[src/rtl/ins_line_refill_unit.sv]
// Instruction-cache line refill: fetches a full line as single-beat reads on a narrow memory bus.
// Optional macro INS_REFILL_LINE_REUSE_EN re-serves the last delivered line on a tag hit.
module ins_line_refill_unit #(
   parameter int ADDRESS_WIDTH = 32,
   parameter int L2_BUS_WIDTH  = 512,
   parameter int MEM_BUS_WIDTH = 64
) (
   input  logic                       CLK,
   input  logic                       RST,
   input  logic                       ADDRESS_TO_L2_VALID_INS,
   output logic                       ADDRESS_TO_L2_READY_INS,
   input  logic [ADDRESS_WIDTH-3:0]   ADDRESS_TO_L2_INS,
   output logic                       DATA_FROM_L2_VALID_INS,
   input  logic                       DATA_FROM_L2_READY_INS,
   output logic [L2_BUS_WIDTH-1:0]    DATA_FROM_L2_INS,
   output logic                       MEM_REQ_VALID,
   input  logic                       MEM_REQ_READY,
   output logic [ADDRESS_WIDTH-1:0]   MEM_REQ_ADDR,
   input  logic                       MEM_RESP_VALID,
   input  logic [MEM_BUS_WIDTH-1:0]   MEM_RESP_DATA
);

   localparam int BEATS      = L2_BUS_WIDTH / MEM_BUS_WIDTH;
   localparam int CNT_W      = $clog2(BEATS);
   localparam int TAG_W      = ADDRESS_WIDTH - 6;
   localparam int BEAT_BYTES = MEM_BUS_WIDTH / 8;

   typedef enum logic [1:0] {
      S_IDLE,
      S_ISSUE,
      S_WAIT,
      S_DELIVER
   } state_t;

   state_t                    r_state;
   logic [CNT_W-1:0]          r_beat_cnt;
   logic [TAG_W-1:0]          r_tag;
   logic                      r_mem_req_valid;
   logic [ADDRESS_WIDTH-1:0]  r_mem_req_addr;
   logic                      r_data_valid;
   logic [L2_BUS_WIDTH-1:0]   r_line;

   logic [TAG_W-1:0]          w_req_tag;
   logic                      w_accept;
   logic                      w_hit;
   logic                      w_last_beat;
   logic [CNT_W-1:0]          w_beat_nxt;
   logic [ADDRESS_WIDTH-1:0]  w_next_addr;
   logic                      w_unused_word_ofs;

   // The word offset inside the line never affects the refill: beat 0 is always the line base.
   assign w_req_tag         = ADDRESS_TO_L2_INS[ADDRESS_WIDTH-3:4];
   assign w_unused_word_ofs = ^ADDRESS_TO_L2_INS[3:0];

   assign w_accept    = (r_state == S_IDLE) && ADDRESS_TO_L2_VALID_INS;
   assign w_last_beat = (r_beat_cnt == CNT_W'(BEATS - 1));
   assign w_beat_nxt  = r_beat_cnt + CNT_W'(1);
   assign w_next_addr = {r_tag, 6'b0} + ADDRESS_WIDTH'(w_beat_nxt) * ADDRESS_WIDTH'(BEAT_BYTES);

   // Ready is a pure function of the state so a new request is taken on the very first IDLE cycle.
   assign ADDRESS_TO_L2_READY_INS = (r_state == S_IDLE) && !RST;
   assign DATA_FROM_L2_VALID_INS  = r_data_valid;
   assign DATA_FROM_L2_INS        = r_line;
   assign MEM_REQ_VALID           = r_mem_req_valid;
   assign MEM_REQ_ADDR            = r_mem_req_addr;

`ifdef INS_REFILL_LINE_REUSE_EN
   logic              r_reuse_valid;
   logic [TAG_W-1:0]  r_reuse_tag;

   // r_line already holds the last delivered line whenever the FSM is back in IDLE.
   always_ff @(posedge CLK or posedge RST) begin
      if (RST) begin
         r_reuse_valid <= 1'b0;
         r_reuse_tag   <= '0;
      end else if (r_state == S_WAIT && MEM_RESP_VALID && w_last_beat) begin
         r_reuse_valid <= 1'b1;
         r_reuse_tag   <= r_tag;
      end
   end

   assign w_hit = r_reuse_valid && (r_reuse_tag == w_req_tag);
`else
   assign w_hit = 1'b0;
`endif

   always_ff @(posedge CLK or posedge RST) begin
      if (RST) begin
         r_state         <= S_IDLE;
         r_beat_cnt      <= '0;
         r_tag           <= '0;
         r_mem_req_valid <= 1'b0;
         r_mem_req_addr  <= '0;
         r_data_valid    <= 1'b0;
         // NOTE: the line buffer is a plain register, so it is cleared with the rest of the state.
         r_line          <= '0;
      end else begin
         // NOTE: non-blocking assignments keep every branch reading the pre-edge state.
         case (r_state)
            S_IDLE: begin
               if (w_accept) begin
                  r_tag      <= w_req_tag;
                  r_beat_cnt <= '0;
                  if (w_hit) begin
                     r_state      <= S_DELIVER;
                     r_data_valid <= 1'b1;
                  end else begin
                     r_state         <= S_ISSUE;
                     r_mem_req_valid <= 1'b1;
                     r_mem_req_addr  <= {w_req_tag, 6'b0};
                  end
               end
            end
            S_ISSUE: begin
               if (MEM_REQ_READY) begin
                  r_state         <= S_WAIT;
                  r_mem_req_valid <= 1'b0;
               end
            end
            S_WAIT: begin
               if (MEM_RESP_VALID) begin
                  r_line[r_beat_cnt*MEM_BUS_WIDTH +: MEM_BUS_WIDTH] <= MEM_RESP_DATA;
                  if (w_last_beat) begin
                     r_state      <= S_DELIVER;
                     r_data_valid <= 1'b1;
                  end else begin
                     r_beat_cnt      <= w_beat_nxt;
                     r_state         <= S_ISSUE;
                     r_mem_req_valid <= 1'b1;
                     r_mem_req_addr  <= w_next_addr;
                  end
               end
            end
            S_DELIVER: begin
               if (DATA_FROM_L2_READY_INS) begin
                  r_state      <= S_IDLE;
                  r_data_valid <= 1'b0;
               end
            end
            default: r_state <= S_IDLE;
         endcase
      end
   end

endmodule
[config.mk]
export PLATFORM = sky130hd
export DESIGN_NAME = ins_line_refill_unit
export DESIGN_NICKNAME = d
export VERILOG_FILES = /design/src/rtl/ins_line_refill_unit.sv
export SDC_FILE = /design/constraint.sdc
export NUM_CORES = 1
export LEC_CHECK = 0
export CELL_PAD_IN_SITES_DETAIL_PLACEMENT = 0
export CELL_PAD_IN_SITES_GLOBAL_PLACEMENT = 1
export CORE_ASPECT_RATIO = 1.2
export CORE_MARGIN = 2
export CORE_UTILIZATION = 35
export DETAILED_ROUTE_END_ITERATION = 8
export GPL_TIMING_DRIVEN = 1
export PLACE_DENSITY = 0.86
export SYNTH_ARGS = -nofsm -noshare
export SYNTH_HDL_FRONTEND = slang
export SYNTH_SLANG_ARGS = --single-unit
[constraint.sdc]
create_clock -name CLK -period 19.4 [get_ports CLK]
set_clock_uncertainty 0.05 [all_clocks]
set_input_delay 3.88 -clock CLK [delete_from_list [all_inputs] [get_ports CLK]]
set_output_delay 3.88 -clock CLK [all_outputs]
set_load 0.02 [all_outputs]
* Yosys cells after proc, flatten, opt, wreduce, memory -nomap -nowiden *
Index checks and enable logic that the tools add are counted.

word-level totals
  register bits = 577
  logic and storage cells = 59

cells by class
  add/subtract/negate cells = 3
  equality and inequality tests = 10
  shift-type cells = 2
  mux-type cells = 24
  reductions and logical operators = 13

operators by type and width
  kind                         number
  $bwmux W512                  1
  $shift A64 B34 Y512 const A  1
  $shiftx A64 B34 Y512         1
  $mux W32                     3
  $pmux W32 S2                 1
  $neg A9 Y34                  1
  $add A32 B6 Y32              1
  $ne A2 B2 Y1 const B         6
  $reduce_and A4 Y1            3
  $mux W2                      5
  $mux W3                      3
  $pmux W2 S4                  1
  $mux W1                      7
  $pmux W3 S2                  1
  $reduce_and A5 Y1            1
  $eq A2 B2 Y1 const B         2
  $reduce_and A2 Y1            2
  $reduce_bool A2 Y1           2
  $add A3 B1 Y3 const B        1
  $eq A3 B3 Y1 const B         1
  $pmux W1 S3                  1
  $reduce_bool A3 Y1           1
  $eq A2 B1 Y1 const B         1
  $logic_and A1 B1 Y1          2
  3 further kinds              3

* Depth between registers and ports, before layout *
Gate-level depths: netlist (run 1).

  depth after elaboration = 5
  gate-level depth with buffers = 11

* Worst setup path before layout (run 1) *
No wires, ideal clock.

  path type = input to output
  from = in RST
  to = out ADDRESS_TO_L2_READY_INS
  data arrival time = 4.335 ns
  data required time = 15.470 ns
  setup slack = 11.135 ns
  cell stages on the path = 1
  path through = nor3_1

between the ends
  word-level cells in the longest chain between the ends = 2

RTL lines
  element                            RTL line  text
  start: declaration                 9         input logic RST,
  $logic_not A1 Y1 (no source line)  n/a
  $logic_and A1 B1 Y1                61        assign ADDRESS_TO_L2_READY_INS = (r_state == S_IDLE) && !RST;
  end: declaration                   11        output logic ADDRESS_TO_L2_READY_INS,

No other way between the ends.

* Worst setup path in the final report (run 1) *
Same ends and word-level chain as after synthesis.

==> flow_summary.html, run 1 <==
<table>
<tr><th>Metric</th><th>Value</th></tr>
<tr><th colspan="2">Outcome</th></tr>
<tr><td>Run status</td><td>finished, final reports clean</td></tr>
<tr><th colspan="2">Clock network</th></tr>
<tr><td>Clock-pin slew on the worst setup and hold paths</td><td>0.06 ns</td></tr>
<tr><td>Post-CTS resize count</td><td>0</td></tr>
<tr><td>Inserted Clock Buffers</td><td>58</td></tr>
<tr><td>Number of buffers inserted for hold repair after clock tree synthesis</td><td>0</td></tr>
<tr><td>Setup Fix Bufs, Post-CTS</td><td>0</td></tr>
<tr><td>Number of sinks driven by the clock tree</td><td>571</td></tr>
<tr><td>Buffer depth of the longest clock path</td><td>3</td></tr>
<tr><td>Clock tree from TritonCTS</td><td>done</td></tr>
<tr><td>CTS root buffer</td><td>sky130_fd_sc_hd__clkbuf_16</td></tr>
<tr><td>Clock latency at the later pin of the worst-skew pair</td><td>between 0.6 and 0.7 ns</td></tr>
<tr><td>Number of H-tree levels</td><td>2</td></tr>
<tr><th colspan="2">Routing</th></tr>
<tr><td>Post-detailed-route wirelength per cell</td><td>roughly 24 um</td></tr>
<tr><td>Number of detailed-routing iterations run before antenna repair</td><td>5</td></tr>
<tr><td>Via/cell ratio</td><td>5.05</td></tr>
<tr><td>Number of DRC markers in iteration 0</td><td>about 770</td></tr>
<tr><td>Number of remaining DRC errors</td><td>0</td></tr>
<tr><td>Vias</td><td>approximately 16000</td></tr>
<tr><td>Antenna viol nets, final</td><td>0</td></tr>
<tr><td>Final Routed Wirelength</td><td>between 70 and 80 mm</td></tr>
<tr><th colspan="2">Run</th></tr>
<tr><td>Total of max-cap violations</td><td>0</td></tr>
<tr><th colspan="2">Synth</th></tr>
<tr><td>Number of different library cells in the post-synthesis netlist</td><td>39</td></tr>
<tr><td>Flip-flop and latch count after synthesis</td><td>between 500 and 600</td></tr>
<tr><td>Most numerous cell in the Yosys netlist</td><td>sky130_fd_sc_hd__dfrtp_1</td></tr>
<tr><td>Top cells by area in the synthesized netlist</td><td>sky130_fd_sc_hd__dfrtp_1 62%, sky130_fd_sc_hd__mux2_2 23%, sky130_fd_sc_hd__o31ai_1 2.4%</td></tr>
<tr><td>Top-area cell type share of the netlist area</td><td>0.616</td></tr>
<tr><td>Sequential fraction of the synthesis area</td><td>0.616</td></tr>
<tr><td>Commonest cells in the netlist</td><td>571 x sky130_fd_sc_hd__dfrtp_1, 473 x sky130_fd_sc_hd__mux2_2, 105 x sky130_fd_sc_hd__nand2_1</td></tr>
<tr><td>Most common flop cell mapped by yosys</td><td>sky130_fd_sc_hd__dfrtp_1</td></tr>
<tr><td>Synthesized instance count</td><td>between 1500 and 2000</td></tr>
<tr><td>Post-synth top area cell</td><td>sky130_fd_sc_hd__dfrtp_1</td></tr>
<tr><td>Mean post-synth cell area</td><td>roughly 14 um2</td></tr>
<tr><td>Netlist area before placement</td><td>roughly 23000 um2</td></tr>
<tr><td>Async set-reset flop share out of synthesis</td><td>1.00</td></tr>
<tr><td>Post-synth EDFFs</td><td>0</td></tr>
<tr><td>Count of synthesis-stage warnings from yosys</td><td>0</td></tr>
<tr><th colspan="2">Min path</th></tr>
<tr><td>Cells on Worst Hold Path</td><td>1</td></tr>
<tr><td>Hold WC Path Type</td><td>flip-flop to flip-flop</td></tr>
<tr><th colspan="2">Setup path</th></tr>
<tr><td>Data arrival, critical path</td><td>5.23 ns</td></tr>
<tr><td>Cell type of the slowest stage on the worst timing path</td><td>sky130_fd_sc_hd__clkdlybuf4s50_1</td></tr>
<tr><td>Critical path start-end classification</td><td>input pin to primary output</td></tr>
<tr><td>Cells along the critical path</td><td>clkdlybuf4s50_1 -&gt; nor3_1 -&gt; clkdlybuf4s50_1</td></tr>
<tr><td>Crit path capture type</td><td>primary output</td></tr>
<tr><td>Required time of the critical path</td><td>between 15 and 20 ns</td></tr>
<tr><td>Gate family responsible for the most delay along the worst path</td><td>buffers and inverters</td></tr>
<tr><td>Combined buffer and inverter count along the critical path</td><td>2</td></tr>
<tr><td>CP Depth</td><td>3</td></tr>
<tr><td>Worst R2R Path Depth</td><td>8</td></tr>
<tr><td>Maximum fanout count along the critical path</td><td>2</td></tr>
<tr><td>Most prevalent standard cell on the critical path</td><td>sky130_fd_sc_hd__clkdlybuf4s50_1</td></tr>
<tr><td>Flop2flop setup slack</td><td>roughly 14 ns</td></tr>
<tr><td>Delay contributed by the slowest stage of the critical path</td><td>~0.64 ns</td></tr>
<tr><td>Crit start category</td><td>input pin</td></tr>
<tr><th colspan="2">STA</th></tr>
<tr><td>Share of the clock period used by the worst path after layout</td><td>0.472</td></tr>
<tr><td>Worst relative slew slack</td><td>0.204</td></tr>
<tr><td>Final Slew Violations</td><td>0</td></tr>
<tr><td>Total of endpoints with negative setup slack in the final report</td><td>0</td></tr>
<tr><td>RSZ-0062 raised after global routing</td><td>no</td></tr>
<tr><td>Least-Margin Pin Slew</td><td>~1.2 ns</td></tr>
<tr><td>Fin Setup TNS</td><td>0 ns</td></tr>
<tr><td>Final hold vios</td><td>0</td></tr>
<tr><td>Shortest clock period the worst path allows after layout</td><td>about 9.2 ns</td></tr>
<tr><td>Max frequency</td><td>roughly 110 MHz</td></tr>
<tr><th colspan="2">Floorplanning</th></tr>
<tr><td>Area of the core</td><td>about 66000 um2</td></tr>
<tr><td>Area of the die</td><td>68400 um2</td></tr>
<tr><td>Number of top-level pins</td><td>~650</td></tr>
<tr><td>Vertical die dimension</td><td>approximately 290 um</td></tr>
<tr><td>Width of the die</td><td>approximately 240 um</td></tr>
<tr><td>Core Rows</td><td>approximately 100</td></tr>
<tr><td>Starting utilization of the core area</td><td>0.353</td></tr>
<tr><th colspan="2">Placed design</th></tr>
<tr><td>Placed Instances</td><td>around 3000</td></tr>
<tr><td>Routability congestion estimate from global placement</td><td>~0.77</td></tr>
<tr><td>Detailed placement HPWL</td><td>roughly 52 mm</td></tr>
<tr><td>Buffers added on ports</td><td>approximately 640</td></tr>
<tr><th colspan="2">Global routing</th></tr>
<tr><td>Global-route wire length before repair</td><td>114 mm</td></tr>
<tr><td>Antenna violations before repair</td><td>0</td></tr>
<tr><td>GRT Total Usage</td><td>0.222</td></tr>
<tr><td>Total overflow reported by the global router</td><td>0</td></tr>
<tr><td>Number of global-route vias before repair</td><td>approximately 17000</td></tr>
<tr><td>Largest net degree at the start of global routing</td><td>177</td></tr>
<tr><th colspan="2">Layout</th></tr>
<tr><td>Ratio of cells with drive above 1 in the final layout</td><td>0.271</td></tr>
<tr><td>Relative area change from synthesis to final layout</td><td>39.4%</td></tr>
<tr><td>Non-Filler Instances</td><td>~3100</td></tr>
<tr><td>Number of nets in the layout</td><td>between 2000 and 2500</td></tr>
<tr><th colspan="2">Power and ir drop</th></tr>
<tr><td>Power density over cell area</td><td>approximately 130 nW/um2</td></tr>
<tr><td>Standby leakage power</td><td>roughly 15 nW</td></tr>
<tr><td>Peak VDD IR</td><td>a little over 0.0001 V</td></tr>
</table>
[layer usage]
metal | routed length (um) | vias up | track usage
met5 | 0 | - | 0
li1 | - | 6976 | -
met1 | 30300 | 8211 | 0.266
met3 | 5120 | 155 | 0.0578
met4 | 3050 | 0 | 0.0858
met2 | 38300 | 522 | 0.381
[stage by stage]
| step | total power [mW] | hold slack (ns) | setup slack [ns] | instance area [um2] | utilization |
|---|---|---|---|---|---|
| finish | 4.19 | 0.434 | 10.24 | 32300 | 0.492 |
| floorplan | 2.34 | 0.425 | 7.69 | 23200 | - |
| detailed placement | 3.06 | 0.425 | 10.24 | 30300 | 0.462 |
| global route | 4.39 | 0.456 | 10.20 | 32300 | 0.492 |
| CTS | 4.24 | 0.439 | 10.22 | 32300 | 0.492 |
| global placement | 3.02 | 0.421 | 10.22 | 30300 | 0.462 |
[kinds of logic after synthesis]
group | count (synthesis) | share of synthesized area
fa+ha+maj | 5 | 0.00270
simple gates | 236 | 0.0555
other cells | 1 | 0.000162
flops | 571 | 0.616
compound gates | 164 | 0.0443
buf+inv | 148 | 0.0330
mux | 515 | 0.249
[flip-flops by register name (all words and copies together), names as in the netlist]
| signal | cells |
|---|---|
| r_state | 2 |
| r_beat_cnt | 2 |
| DATA_FROM_L2_INS | 512 |
| r_tag | 26 |
| DATA_FROM_L2_VALID_INS | 1 |
| MEM_REQ_VALID | 1 |
| MEM_REQ_ADDR | 27 |
[final timing paths]
path / start / end
worst max-delay path: RST / ADDRESS_TO_L2_READY_INS
worst min-delay path: DATA_FROM_L2_INS[431] / DATA_FROM_L2_INS[431]
worst max register to register: r_beat_cnt[0] / DATA_FROM_L2_INS[487]
worst min register to register: DATA_FROM_L2_INS[431] / DATA_FROM_L2_INS[431]
max in group asynchronous: RST / DATA_FROM_L2_INS[369]
min in group asynchronous: RST / MEM_REQ_ADDR[23]
[layout by cell type, fill, tap and decap left out, types with 3 or more instances in the layout]
cell type and n:
sky130_fd_sc_hd__clkdlybuf4s50_1 639, sky130_fd_sc_hd__dfrtp_1 571, sky130_fd_sc_hd__mux2_2 473, sky130_fd_sc_hd__nand2_1 104, sky130_fd_sc_hd__o21ai_0 80, sky130_fd_sc_hd__o31ai_1 75
sky130_fd_sc_hd__and2_1 64, sky130_fd_sc_hd__clkbuf_16 58, sky130_fd_sc_hd__and3_1 39, sky130_fd_sc_hd__inv_1 27, sky130_fd_sc_hd__mux2i_1 25, sky130_fd_sc_hd__buf_4 24
sky130_fd_sc_hd__mux2_1 17, sky130_fd_sc_hd__clkbuf_8 15, sky130_fd_sc_hd__clkinv_2 14, sky130_fd_sc_hd__clkbuf_1 7, sky130_fd_sc_hd__ha_1 5, sky130_fd_sc_hd__clkinv_4 5
sky130_fd_sc_hd__bufinv_16 5, sky130_fd_sc_hd__or3_4 3, sky130_fd_sc_hd__nor4_4 3, sky130_fd_sc_hd__conb_1 3
[power by group]
group | total, mW | internal (mW) | leakage (nW) | switching [mW]
registers | 1.57 | 1.43 | 7.64 | 0.140
clock network | 1.17 | 0.676 | 0.999 | 0.490
logic | 1.46 | 0.657 | 6.22 | 0.800
[cell type report]
cell class              count  area (um2)
well taps                 840        1050
clock inverters            29         317
inverters                  29         115
clock buffers              80        1680
repair buffers            665        6620
diodes                      2        5.00
fillers                  5689       33400
multi-input cells         923        8260
flip-flops and latches    571       14300
Note: power is estimated with default switching activity, not from simulation.
==> run 2: changes to the inputs <==
- CORE_AREA: unset -> 2 2 255 257
- CORE_ASPECT_RATIO: 1.2 -> unset
- CORE_MARGIN: 2 -> unset
- CORE_UTILIZATION: 35 -> unset
- DIE_AREA: unset -> 0 0 257 259
- PLACE_DENSITY: 0.86 -> 0.85
- clock period: 19.4 -> 8.9 ns (I/O delays scaled with it)
==> flow_summary.html, run 2 (same netlist as run 1, synthesis figures left out) <==
<table>
<tr><th>Metric</th><th>Value</th></tr>
<tr><th colspan="2">Min path</th></tr>
<tr><td>Hold Startpoint</td><td>DATA_FROM_L2_INS[433]</td></tr>
<tr><td>Cells on Worst Hold Path</td><td>1 (unchanged)</td></tr>
<tr><td>Hold WC Path Type</td><td>flip-flop to flip-flop</td></tr>
<tr><td>Terminating pin of the worst hold path</td><td>DATA_FROM_L2_INS[433]</td></tr>
<tr><th colspan="2">Setup path</th></tr>
<tr><td>Cell type of the slowest stage on the worst timing path</td><td>sky130_fd_sc_hd__clkdlybuf4s50_1</td></tr>
<tr><td>Maximum fanout count along the critical path</td><td>50 (+48)</td></tr>
<tr><td>Combined buffer and inverter count along the critical path</td><td>4 (+2)</td></tr>
<tr><td>Crit path capture type</td><td>flip-flop</td></tr>
<tr><td>Cells along the critical path</td><td>clkdlybuf4s50_1 -&gt; nand4bb_4 -&gt; buf_4 -&gt; nor4_4 -&gt; buf_4 -&gt; buf_4 -&gt; mux2_2</td></tr>
<tr><td>Data arrival, critical path</td><td>5.50 ns (+0.27 ns)</td></tr>
<tr><td>CP Depth</td><td>7 (+4)</td></tr>
<tr><td>Critical path start-end classification</td><td>input pin to flip-flop</td></tr>
<tr><td>Required time of the critical path</td><td>9.34 ns (-6.13 ns)</td></tr>
<tr><td>Crit start category</td><td>input pin</td></tr>
<tr><td>Launch point of the worst path</td><td>MEM_RESP_VALID</td></tr>
<tr><td>Reg-to-Reg End</td><td>DATA_FROM_L2_INS[443]</td></tr>
<tr><td>Delay contributed by the slowest stage of the critical path</td><td>0.65 ns (about the same)</td></tr>
<tr><td>Gate family responsible for the most delay along the worst path</td><td>buffers and inverters</td></tr>
<tr><td>Reg-to-reg critical path startpoint</td><td>r_beat_cnt[0]</td></tr>
<tr><td>Worst R2R Path Depth</td><td>9 (+1)</td></tr>
<tr><td>Flop2flop setup slack</td><td>4.18 ns (-10.08 ns)</td></tr>
<tr><td>Most prevalent standard cell on the critical path</td><td>sky130_fd_sc_hd__buf_4</td></tr>
<tr><th colspan="2">Power and ir drop</th></tr>
<tr><td>Peak VDD IR</td><td>0.000222 V (+120%)</td></tr>
<tr><td>Standby leakage power</td><td>14.8 nW (-0.31%)</td></tr>
<tr><td>Power density over cell area</td><td>281 nW/um2 (+120%)</td></tr>
<tr><td>Overall power after layout</td><td>9.07 mW (+120%)</td></tr>
<tr><th colspan="2">Floorplanning</th></tr>
<tr><td>Starting utilization of the core area</td><td>0.363 (+0.0102)</td></tr>
<tr><td>Vertical die dimension</td><td>259 um (-9.5%)</td></tr>
<tr><td>Width of the die</td><td>257 um (+7.5%)</td></tr>
<tr><td>Area of the die</td><td>66600 um2 (-2.7%)</td></tr>
<tr><td>Area of the core</td><td>63900 um2 (-2.8%)</td></tr>
<tr><td>Core Rows</td><td>93 (-9.7%)</td></tr>
<tr><td>Number of top-level pins</td><td>647 (unchanged)</td></tr>
<tr><th colspan="2">Clock network</th></tr>
<tr><td>Buffer depth of the longest clock path</td><td>3 (unchanged)</td></tr>
<tr><td>Post-CTS resize count</td><td>0 (unchanged)</td></tr>
<tr><td>Number of H-tree levels</td><td>2 (unchanged)</td></tr>
<tr><td>Number of buffers inserted for hold repair after clock tree synthesis</td><td>0 (unchanged)</td></tr>
<tr><td>Clock tree from TritonCTS</td><td>done</td></tr>
<tr><td>Setup Fix Bufs, Post-CTS</td><td>0 (unchanged)</td></tr>
<tr><td>CTS root buffer</td><td>sky130_fd_sc_hd__clkbuf_16</td></tr>
<tr><td>Inserted Clock Buffers</td><td>60 (+3.4%)</td></tr>
<tr><td>Number of sinks driven by the clock tree</td><td>571 (unchanged)</td></tr>
<tr><td>Clock-pin slew on the worst setup and hold paths</td><td>0.06 ns (about the same)</td></tr>
<tr><td>Clock latency at the later pin of the worst-skew pair</td><td>0.62 ns (about the same)</td></tr>
<tr><th colspan="2">Layout</th></tr>
<tr><td>Antenna diode instance count</td><td>0 (-2)</td></tr>
<tr><td>Ratio of cells with drive above 1 in the final layout</td><td>0.267 (-0.00459)</td></tr>
<tr><td>Final core area utilization</td><td>0.506 (+0.0135)</td></tr>
<tr><td>Largest register FFs</td><td>512 (unchanged)</td></tr>
<tr><td>Top library cells by usage in the layout, fill and taps aside</td><td>639 x sky130_fd_sc_hd__clkdlybuf4s50_1, 571 x sky130_fd_sc_hd__dfrtp_1, 473 x sky130_fd_sc_hd__mux2_2</td></tr>
<tr><td>Relative area change from synthesis to final layout</td><td>39.2%</td></tr>
<tr><td>Most common library cell in the layout ignoring fill and taps</td><td>sky130_fd_sc_hd__clkdlybuf4s50_1</td></tr>
<tr><td>Number of nets in the layout</td><td>2358 (+0.21%)</td></tr>
<tr><td>Finished layout cell area</td><td>32300 um2 (-0.14%)</td></tr>
<tr><th colspan="2">STA</th></tr>
<tr><td>Total of endpoints with negative setup slack in the final report</td><td>0 (unchanged)</td></tr>
<tr><td>Final Slew Violations</td><td>0 (unchanged)</td></tr>
<tr><td>RSZ-0062 raised after global routing</td><td>no</td></tr>
<tr><td>Final critical-path setup slack</td><td>3.84 ns (-6.40 ns)</td></tr>
<tr><td>Share of the clock period used by the worst path after layout</td><td>0.568</td></tr>
<tr><td>Least-Margin Pin Slew</td><td>1.16 ns (-0.0305 ns)</td></tr>
<tr><td>Shortest clock period the worst path allows after layout</td><td>slightly above 5 ns</td></tr>
<tr><td>Final hold vios</td><td>0 (unchanged)</td></tr>
<tr><td>Worst relative slew slack</td><td>0.224 (+0.0203)</td></tr>
<tr><td>Smallest hold slack</td><td>0.436 ns (+0.00188 ns)</td></tr>
<tr><td>Max frequency</td><td>198 MHz</td></tr>
<tr><th colspan="2">Placed design</th></tr>
<tr><td>Buffers added on ports</td><td>639 (unchanged)</td></tr>
<tr><td>Pre-CTS setup slack</td><td>3.20 ns (-7.03 ns)</td></tr>
<tr><td>Routability congestion estimate from global placement</td><td>0.811 (+5.7%)</td></tr>
<tr><td>Detailed placement HPWL</td><td>51.2 mm (-1.3%)</td></tr>
<tr><td>Area after detailed placement</td><td>30400 um2 (+0.13%)</td></tr>
<tr><th colspan="2">Routing</th></tr>
<tr><td>Number of detailed-routing iterations run before antenna repair</td><td>7 (+2)</td></tr>
<tr><td>Vias</td><td>16000 (+1.1%)</td></tr>
<tr><td>Antenna viol nets, final</td><td>0 (unchanged)</td></tr>
<tr><td>Via/cell ratio</td><td>5.08 (+0.58%)</td></tr>
<tr><td>Final Routed Wirelength</td><td>75.7 mm (-1.4%)</td></tr>
<tr><td>Number of DRC markers in iteration 0</td><td>866 (+13%)</td></tr>
<tr><td>Number of remaining DRC errors</td><td>0 (unchanged)</td></tr>
<tr><td>Post-detailed-route wirelength per cell</td><td>24.0 um (-1.8%)</td></tr>
<tr><th colspan="2">Global routing</th></tr>
<tr><td>Global-route wire length before repair</td><td>113 mm (-0.67%)</td></tr>
<tr><td>GRT Total Usage</td><td>0.223 (+0.000852)</td></tr>
<tr><td>Largest net degree at the start of global routing</td><td>158 (-11%)</td></tr>
<tr><td>Total overflow reported by the global router</td><td>0 (unchanged)</td></tr>
<tr><td>Antenna violations before repair</td><td>0 (unchanged)</td></tr>
<tr><td>Number of global-route vias before repair</td><td>17100 (+0.57%)</td></tr>
<tr><th colspan="2">Run</th></tr>
<tr><td>Total of max-cap violations</td><td>0 (unchanged)</td></tr>
<tr><th colspan="2">Outcome</th></tr>
<tr><td>Run status</td><td>finished, final reports clean</td></tr>
</table>
## run 2: cell types whose count changed in the layout (fill, tap and decap cells not counted), sizes merged
cell      before  now
buf           26   29
bufinv         5    4
clkbuf        80   86
clkinv        20   14
clkinvlp       2    4
diode          2    0
inv           31   29
## run 2: where the power goes
part	switching (mW)	internal (mW)
Combinational	1.74	1.44
Clock	1.05	1.42
Sequential	0.300	3.12
Total	3.09	5.98
## run 2: per-layer routing
metal,share of wire,vias to the layer above,global-route usage
met5,0,-,0
met1,0.40,8340,0.271
met3,0.067,137,0.0619
met4,0.034,0,0.0759
met2,0.49,556,0.381
li1,-,7000,-
## run 2: how the worst max path moves through the flow
stage,slack [ns],to
floorplan,-0.71,DATA_FROM_L2_INS[0]
global placement,3.27,DATA_FROM_L2_INS[446]
detailed placement,3.20,DATA_FROM_L2_INS[434]
CTS,3.86,DATA_FROM_L2_INS[443]
global route,3.67,DATA_FROM_L2_INS[443]
finish,3.84,DATA_FROM_L2_INS[443]
## run 2: stage by stage
step	setup TNS, ns	cells
detailed placement	0	3046
global placement	0	3046
finish	0	3154
CTS	0	3154
floorplan	-404.03	1642
global route	0	3154
## run 2: worst reg2reg max path, delay by kind of cell (launching register included)
family / cells / cell delay [ns]
AND/OR/NAND/NOR: 2 / 0.96
adder cells (fa/ha/maj): 2 / 0.47
buffers and inverters: 4 / 1.82
multiplexers: 1 / 0.50
flip-flops: 1 / 0.80
## run 2: cell type report
type,instances,area (um2)
Sequential cell,571,14300
Tap cell,855,1070
Clock inverter,22,244
Multi-Input combinational cell,923,8260
Clock buffer,86,1680
Timing Repair Buffer,668,6640
Fill cell,5404,31600
Inverter,29,114
==> run 3: changes to the inputs <==
- clock period: 8.9 -> 5.1 ns (I/O delays scaled with it)
==> flow_summary.html, run 3 (same netlist as run 1, synthesis figures left out) <==
<table>
<tr><th>Metric</th><th>Value</th></tr>
<tr><th colspan="2">Outcome</th></tr>
<tr><td>Run status</td><td>finished, final reports clean</td></tr>
<tr><th colspan="2">Clock network</th></tr>
<tr><td>Number of sinks driven by the clock tree</td><td>571 (unchanged)</td></tr>
<tr><td>Clock latency at the later pin of the worst-skew pair</td><td>0.61 ns (about the same)</td></tr>
<tr><td>Buffer depth of the longest clock path</td><td>3 (unchanged)</td></tr>
<tr><td>Number of H-tree levels</td><td>2 (unchanged)</td></tr>
<tr><td>Post-CTS resize count</td><td>0 (unchanged)</td></tr>
<tr><td>Number of buffers inserted for hold repair after clock tree synthesis</td><td>0 (unchanged)</td></tr>
<tr><td>Clock tree from TritonCTS</td><td>done</td></tr>
<tr><td>Setup Fix Bufs, Post-CTS</td><td>0 (unchanged)</td></tr>
<tr><td>Inserted Clock Buffers</td><td>61 (+1.7%)</td></tr>
<tr><td>Clock-pin slew on the worst setup and hold paths</td><td>0.06 ns (about the same)</td></tr>
<tr><td>CTS root buffer</td><td>sky130_fd_sc_hd__clkbuf_16</td></tr>
<tr><th colspan="2">Layout</th></tr>
<tr><td>Top library cells by usage in the layout, fill and taps aside</td><td>639 x sky130_fd_sc_hd__clkdlybuf4s50_1, 571 x sky130_fd_sc_hd__dfrtp_1, 473 x sky130_fd_sc_hd__mux2_2</td></tr>
<tr><td>Largest register FFs</td><td>512 (unchanged)</td></tr>
<tr><td>Final core area utilization</td><td>0.513 (+0.00785)</td></tr>
<tr><td>Number of nets in the layout</td><td>2371 (+0.55%)</td></tr>
<tr><td>Finished layout cell area</td><td>32800 um2 (+1.6%)</td></tr>
<tr><td>Ratio of cells with drive above 1 in the final layout</td><td>0.277 (+0.0108)</td></tr>
<tr><td>Relative area change from synthesis to final layout</td><td>41.3%</td></tr>
<tr><td>Most common library cell in the layout ignoring fill and taps</td><td>sky130_fd_sc_hd__clkdlybuf4s50_1</td></tr>
<tr><th colspan="2">Setup path</th></tr>
<tr><td>Data arrival, critical path</td><td>4.06 ns (-1.44 ns)</td></tr>
<tr><td>Crit start category</td><td>flip-flop</td></tr>
<tr><td>Required time of the critical path</td><td>5.54 ns (-3.80 ns)</td></tr>
<tr><td>Crit path capture type</td><td>flip-flop</td></tr>
<tr><td>Critical path start-end classification</td><td>flip-flop to flip-flop</td></tr>
<tr><td>Maximum fanout count along the critical path</td><td>64 (+28%)</td></tr>
<tr><th colspan="2">Floorplanning</th></tr>
<tr><td>Starting utilization of the core area</td><td>0.363 (unchanged)</td></tr>
<tr><td>Vertical die dimension</td><td>259 um (unchanged)</td></tr>
<tr><td>Core Rows</td><td>93 (unchanged)</td></tr>
<tr><td>Width of the die</td><td>257 um (unchanged)</td></tr>
<tr><td>Area of the core</td><td>63900 um2 (unchanged)</td></tr>
<tr><td>Number of top-level pins</td><td>647 (unchanged)</td></tr>
<tr><td>Area of the die</td><td>66600 um2 (unchanged)</td></tr>
<tr><th colspan="2">Placed design</th></tr>
<tr><td>Buffers added on ports</td><td>639 (unchanged)</td></tr>
<tr><td>Area after detailed placement</td><td>30600 um2 (+0.59%)</td></tr>
<tr><td>Routability congestion estimate from global placement</td><td>0.810 (-0.14%)</td></tr>
<tr><td>Detailed placement HPWL</td><td>52.2 mm (+2.0%)</td></tr>
<tr><th colspan="2">Routing</th></tr>
<tr><td>Wire length on met1</td><td>29.8 mm (-2.6%)</td></tr>
<tr><td>Number of remaining DRC errors</td><td>0 (unchanged)</td></tr>
<tr><td>Routed wire length on met2</td><td>37.7 mm (+0.67%)</td></tr>
<tr><td>Post-detailed-route wirelength per cell</td><td>24.0 um (-0.18%)</td></tr>
<tr><td>Antenna viol nets, final</td><td>0 (unchanged)</td></tr>
<tr><td>Vias</td><td>16000 (-0.36%)</td></tr>
<tr><td>Highest routed metal layer</td><td>met4</td></tr>
<tr><td>Met3 wire length</td><td>5.65 mm (+11%)</td></tr>
<tr><td>Via/cell ratio</td><td>5.03 (-0.98%)</td></tr>
<tr><td>Number of detailed-routing iterations run before antenna repair</td><td>4 (-3)</td></tr>
<tr><td>Number of DRC markers in iteration 0</td><td>823 (-5.0%)</td></tr>
<tr><td>Final Routed Wirelength</td><td>76.1 mm (+0.46%)</td></tr>
<tr><th colspan="2">Global routing</th></tr>
<tr><td>GRT Total Usage</td><td>0.224 (+0.00107)</td></tr>
<tr><td>Largest net degree at the start of global routing</td><td>130 (-18%)</td></tr>
<tr><td>Global-route wire length before repair</td><td>113 mm (+0.17%)</td></tr>
<tr><td>Antenna violations before repair</td><td>0 (unchanged)</td></tr>
<tr><td>Number of global-route vias before repair</td><td>17300 (+1.1%)</td></tr>
<tr><td>Total overflow reported by the global router</td><td>0 (unchanged)</td></tr>
<tr><th colspan="2">Power and ir drop</th></tr>
<tr><td>Peak VDD IR</td><td>0.000437 V (+97%)</td></tr>
<tr><td>Standby leakage power</td><td>15.1 nW (+1.8%)</td></tr>
<tr><td>Power density over cell area</td><td>500 nW/um2 (+78%)</td></tr>
<tr><th colspan="2">STA</th></tr>
<tr><td>Share of the clock period used by the worst path after layout</td><td>0.708</td></tr>
<tr><td>Final Slew Violations</td><td>0 (unchanged)</td></tr>
<tr><td>RSZ-0062 raised after global routing</td><td>no</td></tr>
<tr><td>Total of endpoints with negative setup slack in the final report</td><td>0 (unchanged)</td></tr>
<tr><td>Least-Margin Pin Slew</td><td>1.10 ns (-0.0637 ns)</td></tr>
<tr><td>Smallest hold slack</td><td>0.437 ns (+0.00111 ns)</td></tr>
<tr><td>Shortest clock period the worst path allows after layout</td><td>around 3.6 ns</td></tr>
<tr><td>Worst relative slew slack</td><td>0.266 (+0.0425)</td></tr>
<tr><td>Max frequency</td><td>roughly 280 MHz</td></tr>
<tr><td>Fin Setup TNS</td><td>0 ns (unchanged)</td></tr>
<tr><td>Final hold vios</td><td>0 (unchanged)</td></tr>
<tr><th colspan="2">Min path</th></tr>
<tr><td>Hold WC Path Type</td><td>flip-flop to flip-flop</td></tr>
<tr><th colspan="2">Run</th></tr>
<tr><td>Total of max-cap violations</td><td>0 (unchanged)</td></tr>
</table>
-- run 3: cell types whose count changed in the layout (fill, tap and decap cells not counted) --
cell                         before  now
sky130_fd_sc_hd__buf_12           2    9
sky130_fd_sc_hd__bufinv_16        4    8
sky130_fd_sc_hd__inv_8            0    1
sky130_fd_sc_hd__diode_2          0    1
sky130_fd_sc_hd__clkinvlp_4       4    2
sky130_fd_sc_hd__clkbuf_8         8   22
sky130_fd_sc_hd__clkinv_2        11   10
sky130_fd_sc_hd__clkbuf_16       60   63
sky130_fd_sc_hd__buf_4           27   32
sky130_fd_sc_hd__clkinv_8         1    0
sky130_fd_sc_hd__clkbuf_1        18    7
-- run 3: final cells by class --
cell class	instances	area, um2
Fill cell	5386	31100
Sequential cell	571	14300
Multi-Input combinational cell	923	8260
Timing Repair Buffer	680	6820
Clock buffer	92	1910
Tap cell	855	1070
Clock inverter	23	339
Inverter	29	114
Antenna cell	1	2.50
-- run 3: final timing paths --
kind                                        from                    end  slack, ns  cells past startpoint
min in group asynchronous                    RST          MEM_REQ_VALID       0.83                      2
hold / removal             DATA_FROM_L2_INS[429]  DATA_FROM_L2_INS[429]       0.44                      1
hold reg to reg            DATA_FROM_L2_INS[429]  DATA_FROM_L2_INS[429]       0.44                      1
setup / recovery                   r_beat_cnt[0]  DATA_FROM_L2_INS[321]       1.49                      7
setup reg to reg                   r_beat_cnt[0]  DATA_FROM_L2_INS[321]       1.49                      7
max in group asynchronous                    RST  DATA_FROM_L2_INS[318]       3.03                      3
-- run 3: metrics by stage --
stage / setup WS, ns / cells / power (mW)
finish: 1.49 / 3174 / 16.4
global route: 1.35 / 3173 / 17.1
detailed placement: 1.17 / 3058 / 11.6
CTS: 1.48 / 3173 / 16.5
global placement: 1.24 / 3058 / 11.5
floorplan: -3.75 / 1642 / 8.89
-- run 3: power by group --
part	leakage [nW]	switching, mW	total [mW]	internal (mW)
Clock	1.11	1.85	4.83	2.98
Sequential	7.64	0.537	5.98	5.45
Combinational	6.32	3.04	5.57	2.53
Total	15.1	5.43	16.4	11.0
-- run 3: per-layer routing --
layer,global-route usage,up-vias
met5,0,-
met4,0.0854,0
met3,0.0679,152
met2,0.382,536
met1,0.267,8239
li1,-,7049
-- run 3: worst max-delay path, stage by stage, from the launching register on --
cell	delay, ns
sky130_fd_sc_hd__dfrtp_1	0.77
sky130_fd_sc_hd__clkinv_2	0.15
sky130_fd_sc_hd__ha_1	0.25
sky130_fd_sc_hd__ha_1	0.20
sky130_fd_sc_hd__nand4bb_4	0.41
sky130_fd_sc_hd__buf_4	0.38
sky130_fd_sc_hd__or3_4	0.79
sky130_fd_sc_hd__mux2_2	0.44
